--- src/rtl/qracc_csr_bank.sv ---
`default_nettype none
// ============================================================================
//  Module      : qracc_csr_bank
//  Description : Host-facing CSR bank for the qracc controller. Holds CSR0
//                (main control/status) plus NUM_CFG_CSR double-buffered config
//                CSRs. The shadow set is committed atomically to the active
//                outputs when a trigger is accepted.
//  Revision    : 1.0 - initial release
// ============================================================================
module qracc_csr_bank #(
    parameter int DATA_W      = 32,
    parameter int ADDR_W      = 32,
    parameter int NUM_CFG_CSR = 6,
    parameter int TRIG_W      = 3,
    parameter int STATE_W     = 4
) (
    input  logic                          clk,
    input  logic                          rst,
    input  logic                          ctrl_valid_i,
    input  logic                          ctrl_wen_i,
    input  logic [ADDR_W-1:0]             ctrl_addr_i,
    input  logic [DATA_W-1:0]             ctrl_data_i,
    output logic                          ctrl_ready_o,
    output logic [DATA_W-1:0]             ctrl_read_data_o,
    input  logic                          busy_i,
    input  logic [STATE_W-1:0]            state_i,
    output logic [TRIG_W-1:0]             trigger_o,
    output logic                          trigger_valid_o,
    output logic                          clear_o,
    output logic                          inst_write_mode_o,
    output logic [NUM_CFG_CSR*DATA_W-1:0] active_cfg_o,
    output logic                          err_o
);

    // Word index is the byte address with the intra-word offset dropped.
    localparam int c_IDX_SHIFT = $clog2(DATA_W / 8);

    // CSR0 bit positions
    localparam int c_BIT_CLEAR = 3;
    localparam int c_BIT_BUSY  = 4;
    localparam int c_BIT_IWM   = 5;
    localparam int c_BIT_STATE = 8;
    localparam int c_BIT_ERR   = 12;

    typedef enum logic [0:0] {
        S_IDLE = 1'b0,
        S_RESP = 1'b1
    } state_t;

    state_t              r_state;
    state_t              w_state_next;

    logic [DATA_W-1:0]   r_shadow [NUM_CFG_CSR];
    logic [DATA_W-1:0]   r_active [NUM_CFG_CSR];
    logic [DATA_W-1:0]   r_rd_data;
    logic [TRIG_W-1:0]   r_trig_code;
    logic                r_trig_valid;
    logic                r_clear;
    logic                r_err;
    logic                r_iwm;

    logic                w_capture;
    logic [ADDR_W-1:0]   w_idx;
    logic                w_is_csr0;
    logic                w_oor;
    logic                w_csr0_wr;
    logic                w_clear_req;
    logic                w_trig_req;
    logic                w_trig_accept;
    logic                w_trig_reject;
    logic                w_err_set;
    logic [DATA_W-1:0]   w_rd_data;

    assign w_capture     = (r_state == S_IDLE) && ctrl_valid_i;
    assign w_idx         = ctrl_addr_i >> c_IDX_SHIFT;
    assign w_is_csr0     = (w_idx == '0);
    assign w_oor         = (w_idx > ADDR_W'(NUM_CFG_CSR));
    assign w_csr0_wr     = w_capture && ctrl_wen_i && w_is_csr0;
    // Clear takes precedence over a trigger written in the same word.
    assign w_clear_req   = w_csr0_wr && ctrl_data_i[c_BIT_CLEAR];
    assign w_trig_req    = w_csr0_wr && !ctrl_data_i[c_BIT_CLEAR]
                           && (ctrl_data_i[TRIG_W-1:0] != '0);
    assign w_trig_accept = w_trig_req && !busy_i;
    assign w_trig_reject = w_trig_req && busy_i;
    assign w_err_set     = (w_capture && w_oor) || w_trig_reject;

    // Response handshake: one RESP cycle after every captured request.
    always_ff @(posedge clk or posedge rst) begin
        if (rst) begin
            r_state <= S_IDLE;
        end else begin
            r_state <= w_state_next;
        end
    end

    // Next-state logic for the request/response sequencer.
    always_comb begin
        w_state_next = r_state;
        case (r_state)
            S_IDLE:  if (ctrl_valid_i) w_state_next = S_RESP;
            S_RESP:  w_state_next = S_IDLE;
            default: w_state_next = S_IDLE;
        endcase
    end

    // Read mux: CSR0 status view or shadow config; out-of-range reads return 0.
    always_comb begin
        w_rd_data = '0;
        if (w_is_csr0) begin
            w_rd_data[c_BIT_BUSY]                 = busy_i;
            w_rd_data[c_BIT_IWM]                  = r_iwm;
            w_rd_data[c_BIT_STATE +: STATE_W]     = state_i;
            w_rd_data[c_BIT_ERR]                  = r_err;
        end else begin
            for (int k = 0; k < NUM_CFG_CSR; k++) begin
                if (w_idx == ADDR_W'(k + 1)) begin
                    w_rd_data = r_shadow[k];
                end
            end
        end
    end

    // Shadow config writes land on the capture edge regardless of busy.
    always_ff @(posedge clk or posedge rst) begin
        if (rst) begin
            for (int k = 0; k < NUM_CFG_CSR; k++) begin
                r_shadow[k] <= '0;
            end
        end else if (w_capture && ctrl_wen_i) begin
            for (int k = 0; k < NUM_CFG_CSR; k++) begin
                if (w_idx == ADDR_W'(k + 1)) begin
                    r_shadow[k] <= ctrl_data_i;
                end
            end
        end
    end

    // Atomic commit of the whole shadow set on an accepted trigger.
    always_ff @(posedge clk or posedge rst) begin
        if (rst) begin
            for (int k = 0; k < NUM_CFG_CSR; k++) begin
                r_active[k] <= '0;
            end
        end else if (w_trig_accept) begin
            for (int k = 0; k < NUM_CFG_CSR; k++) begin
                r_active[k] <= r_shadow[k];
            end
        end
    end

    // CSR0 stored field, sticky error and the pulses/read data shown in RESP.
    always_ff @(posedge clk or posedge rst) begin
        if (rst) begin
            r_iwm        <= 1'b0;
            r_err        <= 1'b0;
            r_rd_data    <= '0;
            r_trig_code  <= '0;
            r_trig_valid <= 1'b0;
            r_clear      <= 1'b0;
        end else begin
            if (w_csr0_wr) begin
                r_iwm <= ctrl_data_i[c_BIT_IWM];
            end
            if (w_clear_req) begin
                r_err <= 1'b0;
            end else if (w_err_set) begin
                r_err <= 1'b1;
            end
            r_rd_data    <= (w_capture && !ctrl_wen_i) ? w_rd_data : '0;
            r_trig_valid <= w_trig_accept;
            r_trig_code  <= w_trig_accept ? ctrl_data_i[TRIG_W-1:0] : '0;
            r_clear      <= w_clear_req;
        end
    end

    // Flatten active CSRs: config CSR k+1 sits in slice k.
    generate
        for (genvar gk = 0; gk < NUM_CFG_CSR; gk++) begin : g_active_pack
            assign active_cfg_o[gk*DATA_W +: DATA_W] = r_active[gk];
        end
    endgenerate

    assign ctrl_ready_o      = (r_state == S_RESP);
    assign ctrl_read_data_o  = r_rd_data;
    assign trigger_o         = r_trig_code;
    assign trigger_valid_o   = r_trig_valid;
    assign clear_o           = r_clear;
    assign inst_write_mode_o = r_iwm;
    assign err_o             = r_err;

endmodule
`default_nettype wire

--- config.mk ---
export PLATFORM = sky130hd
export DESIGN_NAME = qracc_csr_bank
export DESIGN_NICKNAME = d
export VERILOG_FILES = /design/src/rtl/qracc_csr_bank.sv
export SDC_FILE = /design/constraint.sdc
export NUM_CORES = 1
export LEC_CHECK = 0
export ABC_AREA = 1
export CAP_MARGIN = 10
export CORE_MARGIN = 1.5
export CORE_UTILIZATION = 25
export CTS_CLUSTER_DIAMETER = 40
export DETAILED_ROUTE_END_ITERATION = 8
export GPL_ROUTABILITY_DRIVEN = 0
export MAX_ROUTING_LAYER = met4
export PLACE_DENSITY = 0.53
export SLEW_MARGIN = 10
export SYNTH_ARGS = -nofsm -noshare
export SYNTH_HDL_FRONTEND = slang
export SYNTH_SLANG_ARGS = --single-unit
--- constraint.sdc ---
create_clock -name clk -period 22.1 [get_ports clk]
set_clock_uncertainty 0.1 [all_clocks]
set_input_delay 5.525 -clock clk [delete_from_list [all_inputs] [get_ports clk]]
set_output_delay 5.525 -clock clk [all_outputs]
set_load 0.005 [all_outputs]
# Word-level counts from Yosys, hierarchy flattened
# Index checks and enable logic that the tools add are counted.
totals:
  ff_bits: 424
  input_bits: 73
  word_cells: 67
  output_inout_bits: 232
op_classes:
  order_cmp: 1
  eq_ne: 6
  mux: 17
  bitwise: 1
  reduce_logical: 23
ops:
  columns: ["op", "n"]
  rows:
  - ["32-bit 2-to-1 mux", 7]
  - ["30-bit by 3-bit == test with 1-bit output, second input constant", 3]
  - ["30-bit by 2-bit == test with 1-bit output, second input constant", 2]
  - ["32-bit zero test", 1]
  - ["30-bit by 1-bit == test with 1-bit output, second input constant", 1]
  - ["30-bit by 3-bit greater-than comparator with 1-bit output, second input constant", 1]
  - ["19-bit 2-to-1 mux", 1]
  - ["2-bit AND reduction", 6]
  - ["1-bit logical AND", 10]
  - ["5-bit 2-to-1 mux", 1]
  - ["2-bit 2-to-1 mux", 2]
  - ["4-bit 2-to-1 mux", 1]
  - ["1-bit zero test", 3]
  - ["1-bit 2-to-1 mux", 3]
  - ["3-bit 2-to-1 mux", 1]
  - ["3-bit nonzero test", 1]
  - ["1-bit one-hot mux with 2 select lines", 1]
  - ["2-bit nonzero test", 1]
  - ["1-bit logical OR", 1]
  - ["1-bit inverter", 1]

# Longest topological paths before layout
# Gate-level depths: netlist (run 1).
logic_depth:
  depth_word: 10
  ltp_mapped: 13
  depth_no_buf: 11

# Worst setup path before layout (run 1)
# Ideal clock, no wire load.
synth_timing:
  kind: "input to register"
  start: "input ctrl_addr_i[29]"
  end: "register r_active, in the netlist active_cfg_o[100]"
  arrival_ns: 6.851
  t_required_ns: 21.870
  setup_time_ns: 0.130
  path_stages: 12
  n_path_buf: 2
  slack_ns: 15.019
  path_cell_list: "nor2_1 -> nand2_1 -> nor2_1 -> nand3_2 -> nor3_4 -> nand3_1 -> inv_2 -> nand2_2 -> buf_2 -> buf_2 -> nand2_1 -> o21ai_0"
synth_via:
  elab_chain_cells: 5
synth_lines:
  columns: ["element", "line", "text"]
  rows:
  - ["start: declaration", "21", "input logic [ADDR_W-1:0] ctrl_addr_i,"]
  - ["32-bit zero test", "76", "assign w_is_csr0 = (w_idx == '0);"]
  - ["1-bit logical AND", "78", "assign w_csr0_wr = w_capture && ctrl_wen_i && w_is_csr0;"]
  - ["1-bit logical AND", "81", "assign w_trig_req = w_csr0_wr && !ctrl_data_i[c_BIT_CLEAR]"]
  - ["1-bit logical AND", "82", "&& (ctrl_data_i[TRIG_W-1:0] != '0);"]
  - ["1-bit logical AND", "83", "assign w_trig_accept = w_trig_req && !busy_i;"]
  - ["end signal: indexed assignment", "146", "r_active[k] <= r_shadow[k];"]
  - ["end: declaration", "54", "logic [DATA_W-1:0] r_active [NUM_CFG_CSR];"]
# Every way passes these cells.
# A chain may end at the register's enable or synchronous reset.

# Worst setup path after layout (run 1)
layout_timing:
  start: "input ctrl_addr_i[13]"
  end: "register r_active, in the netlist active_cfg_o[44]"
# Same word-level chain as after synthesis.

==> reports/metrics.yaml, run 1 <==
core_um2: 67500
ys_types: 26
status: "finished clean"
setup_viol: 0
rsz0062_at_grt: "no"
ys_ff_latch: 424
holdBufCountCts: 0
vias: 14430
root_buffer: "clkbuf_16"
fill_cells: 6866
drive_gt1_frac: 0.0753
start_util: 0.254
cts_buffer_depth: 3
power_frac_seq: 0.385
gr-total-overflow: 0
grt_max_degree: 148
combPwrFrac: 0.022
syn_nets: 2029
synthAdderAreaFrac: 0
io_pins: 305
grt_pass1_vias: 14543
clock-sinks: 424
clkPwrFrac: 0.593
holdCritPathClass: "reg -> reg"
antenna_found_initial: 5
layout-area-overhead-vs-synth_pct: 37.4
ant_nets: 0
dr.pass1.iters: 5
syn_inst: 1956
wl_um: 60900
synthTopCellsByArea: "dfrtp_1 62%, nand2_1 18%, o21ai_0 6.1%, nand3_1 3.0%, inv_1 2.1%"
fin_nets: 2323
cp_max_fo: 125
yosysTopAreaCell: "dfrtp_1"
synthXorXnorAreaFrac: 0
synth-compound-area-share: 0.0916
crit_required_ps: 22540
drt_iter0_markers: 1167
syn_area_per_cell_um2: 8.78
start_kind: "primary input"
synth_top_family_by_area: "simple AND/OR/NAND/NOR gates"
cts_setup_buffers: 0
synth_mux_area_frac: 0
maxSlewViolCount: 0
p_int_mw: 1.56
cts_resized: 0
die_x_um: 265
synthArstFlopShare: 1.00
fp.dieH_um: 265
drc: 0
wl_per_cell_um: 19.1
leakagePower_nw: 11.2
worstSkewPairLatency_ps: 610
whs_ps: 373
final_util: 0.349
synth_commonest_cells: "802 x nand2_1, 424 x dfrtp_1, 208 x o21ai_0"
grt_pass1_wl_um: 91100
max-vdd-ir-drop_uv: 52.8
synth_area_um2: 17200
portBuffers: 302
place_hpwl_um: 41100
synthSimpleGateAreaFrac: 0.236
track_usage: 0.179
rows: 95
hold_violations: 0
yosysSeqAreaShare: 0.618
switchingPower_uw: 464
final.setup.tns_ps: 0
yosysMostFrequentCell: "nand2_1"
maxCapViolations: 0
p_sw_frac: 0.229
period_share: 0.441
die-area_um2: 70200
path_clk_slew_ps: 50
worst_ep_arrival_time_ps: 10190
reg2reg_depth: 10
fin_crit_ps: 9750
synth_warnings: 0
cts_buffers: 78
worst_slew_margin_rel: 0.178
p_per_area_nw_per_um2: 85.7
min_delay_path_depth: 2
synth-edff-count: 0
fmax_mhz: 103
end_kind: "flip-flop"
drt-vias-per-instance: 4.52
crit_type: "in -> reg"
finalPower_mw: 2.02
synth_ff_type: "dfrtp_1"
tightest_slew_ps: 1230
synth_top_area_frac: 0.618
cts_tree: "done"
cts.htree.levels: 3
[path summary, 6_finish.rpt]
check | from | endpoint | slack (ps)
max | ctrl_addr_i[13] | active_cfg_o[44]$_DFFE_PP0P_ | 12350
min | active_cfg_o[68]$_DFFE_PP0P_ | active_cfg_o[68]$_DFFE_PP0P_ | 370
max reg2reg | ctrl_ready_o$_DFF_PP0_ | active_cfg_o[44]$_DFFE_PP0P_ | 17750
min reg2reg | active_cfg_o[68]$_DFFE_PP0P_ | active_cfg_o[68]$_DFFE_PP0P_ | 370
max in group asynchronous | rst | ctrl_read_data_o[3]$_DFF_PP0_ | 14050
min in group asynchronous | rst | active_cfg_o[53]$_DFFE_PP0P_ | 5460
[layer usage]
metal	global-route usage	routed length (um)	up-vias	part of all wire
li1	-	-	6840	-
met3	0.0425	4000	111	0.066
met4	0.0663	2120	0	0.035
met5	-	0	-	0
met1	0.208	24700	6924	0.41
met2	0.299	30100	555	0.49
[logic make-up after synthesis]
family / after synthesis
DFF: 424
and+or+nand+nor: 1020
buffers and inverters: 202
AOI/OAI and AO/OA: 310
[registers in the layout, indices dropped and copies added (netlist names)]
register,flops
active_cfg_o,192
r_shadow,192
ctrl_read_data_o,32
trigger_o,3
clear_o,1
ctrl_ready_o,1
err_o,1
inst_write_mode_o,1
trigger_valid_o,1
[final cells by class]
cell class / count / area [um2] / area share
clock inverters: 45 / 543 / 0.0230
diodes: 5 / 12.5 / 0.000530
repair buffers: 316 / 3140 / 0.133
inverters: 100 / 385 / 0.0163
clock buffers: 97 / 2140 / 0.0909
flip-flops and latches: 424 / 10600 / 0.450
multi-input cells: 1330 / 5660 / 0.240
well taps: 873 / 1090 / 0.0463
[power groups by stage]
stage	Combinational (mW)	Clock (mW)	Sequential [mW]
after floorplan	0.0192	0	0.791
after CTS	0.0469	1.23	0.778
after global placement	0.0461	0	0.791
final	0.0450	1.20	0.778
after global routing	0.0508	1.27	0.777
after detailed placement	0.0467	0	0.791
[worst max-delay path, stage by stage]
cell and delay [ps]:
clkdlybuf4s50_1 390, nor2_1 110, nand2_1 70, nor2_2 550, nand2_1 260, nor3_4 310, nand3_1 120, inv_2 120
nand2_8 460, inv_4 880, buf_4 820, nand2_1 270, nand2_1 120
[metrics by stage]
step	instances	cell area [um2]	setup WS, ps
after floorplan	1956	17200	4670
final	3190	23600	12350
after CTS	3185	23600	12280
after global routing	3190	23600	11900
after global placement	3043	20900	11680
after detailed placement	3043	20900	11630
[placed cells by master, fill, tap and decap left out, drive strengths merged, types with 4 or more instances in the layout]
master / n
dfrtp: 424
clkbuf: 97
clkinvlp: 8
nor3: 4
inv: 102
a21oi: 58
o21ai: 244
nand3: 107
buf: 14
diode: 5
clkdlybuf4s50: 302
clkinv: 29
nand4: 4
bufinv: 6
o21bai: 6
nor2: 98
nand2: 804
Power figures use the tool's default switching activity.
==> inputs of run 2 (changes only) <==
- clock period: 22.1 -> 9 ns (I/O delays scaled with it)
==> run 2 against run 1 <==
  * Register-to-register slack lost 12000 ps
  * Sequential power grew 150%
  * Largest cell class unchanged
  * Sequential cell count is the same
  * Worst hold slack about the same
  * Critical path type unchanged
  * Power grew to 2.6 times the previous value
  * Cell area grew 1.1%
  * Sequential share of layout area shrank 0.49 points
  * Combinational power rose by 140%
  * Non-clock buffer count increased by 8
  * Highest routed layer unchanged
==> reports/metrics.yaml, run 2 (synthesis gave the netlist of run 1 again) <==
status: "finished clean"
worstSkewPairLatency_ps: 620  # about the same
cts_tree: "done"
period_share: 0.626
hold_violations: 0  # unchanged
path_clk_slew_ps: 50  # about the same
clock-sinks: 424  # unchanged
drt_iter0_markers: 1082  # -7.3%
root_buffer: "clkbuf_16"
drc: 0  # unchanged
holdBufCountCts: 0  # unchanged
io_pins: 305  # unchanged
die_x_um: 265  # unchanged
die-area_um2: 70200  # unchanged
wl_um: 60700  # -0.34%
holdCritPathClass: "reg -> reg"
cts.htree.levels: 3  # unchanged
layout_commonest_cell: "nand2_1"
start_kind: "primary input"
drive_gt1_frac: 0.0821  # +0.00682
p_per_area_nw_per_um2: 218  # +150%
wl_per_cell_um: 18.9  # -0.80%
maxSlewViolCount: 0  # unchanged
drt-vias-per-instance: 4.54  # +0.46%
tightest_slew_ps: 1130  # -105 ps
grt_pass1_vias: 14549  # +0.041%
fill_cells: 6877  # +0.16%
finalPower_mw: 5.19  # +160%
max-vdd-ir-drop_uv: 119  # +130%
cts_setup_buffers: 0  # unchanged
dp_slack_ps: 2670  # -8960 ps
grt_pass1_wl_um: 91200  # +0.13%
grt_max_degree: 177  # +20%
fin_crit_ps: 5630
cts_resized: 0  # unchanged
rows: 95  # unchanged
dr.pass1.iters: 6  # +1
fmax_mhz: 178
fin_nets: 2333  # +0.43%
vias: 14564  # +0.93%
end_kind: "flip-flop"
final.setup.tns_ps: 0  # unchanged
antenna_found_initial: 5  # unchanged
cts_buffer_depth: 3  # unchanged
ant_nets: 0  # unchanged
track_usage: 0.178  # -0.000666
crit_required_ps: 9430  # -13110 ps
worst_slew_margin_rel: 0.242  # +0.0640
final_cell_mix: "802 x nand2_1, 424 x dfrtp_1, 302 x clkdlybuf4s50_1"
worst_ep_arrival_time_ps: 6060  # -4130 ps
instances_no_fill: 3205  # +0.47%
core_um2: 67500  # unchanged
dp_cells: 3051  # +0.26%
setup_viol: 0  # unchanged
place_hpwl_um: 41700  # +1.4%
rsz0062_at_grt: "no"
leakagePower_nw: 11.3  # +1.2%
crit_type: "in -> reg"
fp.dieH_um: 265  # unchanged
start_util: 0.254  # unchanged
maxCapViolations: 0  # unchanged
gr-total-overflow: 0  # unchanged
cp_max_fo: 95  # -24%
layout-area-overhead-vs-synth_pct: 38.9
cts_buffers: 80  # +2.6%
fin_ws_ps: 3370  # -8980 ps
portBuffers: 302  # unchanged
[run 2: final timing paths]
path	to	cells after the start	startpoint	slack (ps)
max in group asynchronous	active_cfg_o[165]$_DFFE_PP0P_	3	rst	5160
min in group asynchronous	active_cfg_o[54]$_DFFE_PP0P_	2	rst	2100
max reg2reg	active_cfg_o[17]$_DFFE_PP0P_	10	ctrl_ready_o$_DFF_PP0_	5520
max	active_cfg_o[17]$_DFFE_PP0P_	13	ctrl_addr_i[16]	3370
min	active_cfg_o[49]$_DFFE_PP0P_	2	active_cfg_o[49]$_DFFE_PP0P_	370
min reg2reg	active_cfg_o[49]$_DFFE_PP0P_	2	active_cfg_o[49]$_DFFE_PP0P_	370
[run 2: stage by stage]
| step | cell area (um2) | util | hold slack (ps) |
|---|---|---|---|
| 2_1_floorplan | 17200 | - | 353 |
| 3_3_place_gp | 21000 | 0.310 | 365 |
| 3_5_place_dp | 21000 | 0.310 | 364 |
| 4_1_cts | 23800 | 0.353 | 378 |
| 5_1_grt | 23800 | 0.353 | 385 |
| 6_report | 23800 | 0.353 | 373 |
[run 2: cell type report]
| cell class | instances | area (um2) | share of cell area |
|---|---|---|---|
| Tap cell | 873 | 1090 | 0.0458 |
| Clock buffer | 93 | 2160 | 0.0908 |
| Timing Repair Buffer | 324 | 3210 | 0.135 |
| Multi-Input combinational cell | 1330 | 5660 | 0.237 |
| Sequential cell | 424 | 10600 | 0.445 |
| Antenna cell | 5 | 12.5 | 0.000525 |
| Inverter | 100 | 382 | 0.0160 |
| Clock inverter | 56 | 716 | 0.0300 |
[run 2: worst max-delay path, cell delays in order]
cell	delay, ps
clkdlybuf4s50_1	420
nor2_1	100
nand2_1	70
nor2_2	560
nand2_1	280
nor3_4	330
nand3_1	120
inv_2	120
nand2_8	370
inv_4	710
buf_4	450
nand2_1	150
nand2_1	80
[run 2: per-layer routing]
| metal | share of wire | up-vias | GRT usage |
|---|---|---|---|
| met5 | 0 | - | - |
| met4 | 0.028 | 0 | 0.0585 |
| met3 | 0.064 | 108 | 0.0421 |
| met2 | 0.51 | 508 | 0.306 |
| met1 | 0.40 | 7088 | 0.204 |
| li1 | - | 6860 | - |
[run 2: report_power, final]
part           leakage (nW)  internal [mW]  switching (mW)
registers              5.92           1.91        0.000152
logic                  4.00         0.0345          0.0755
clock network          1.40           2.05            1.12
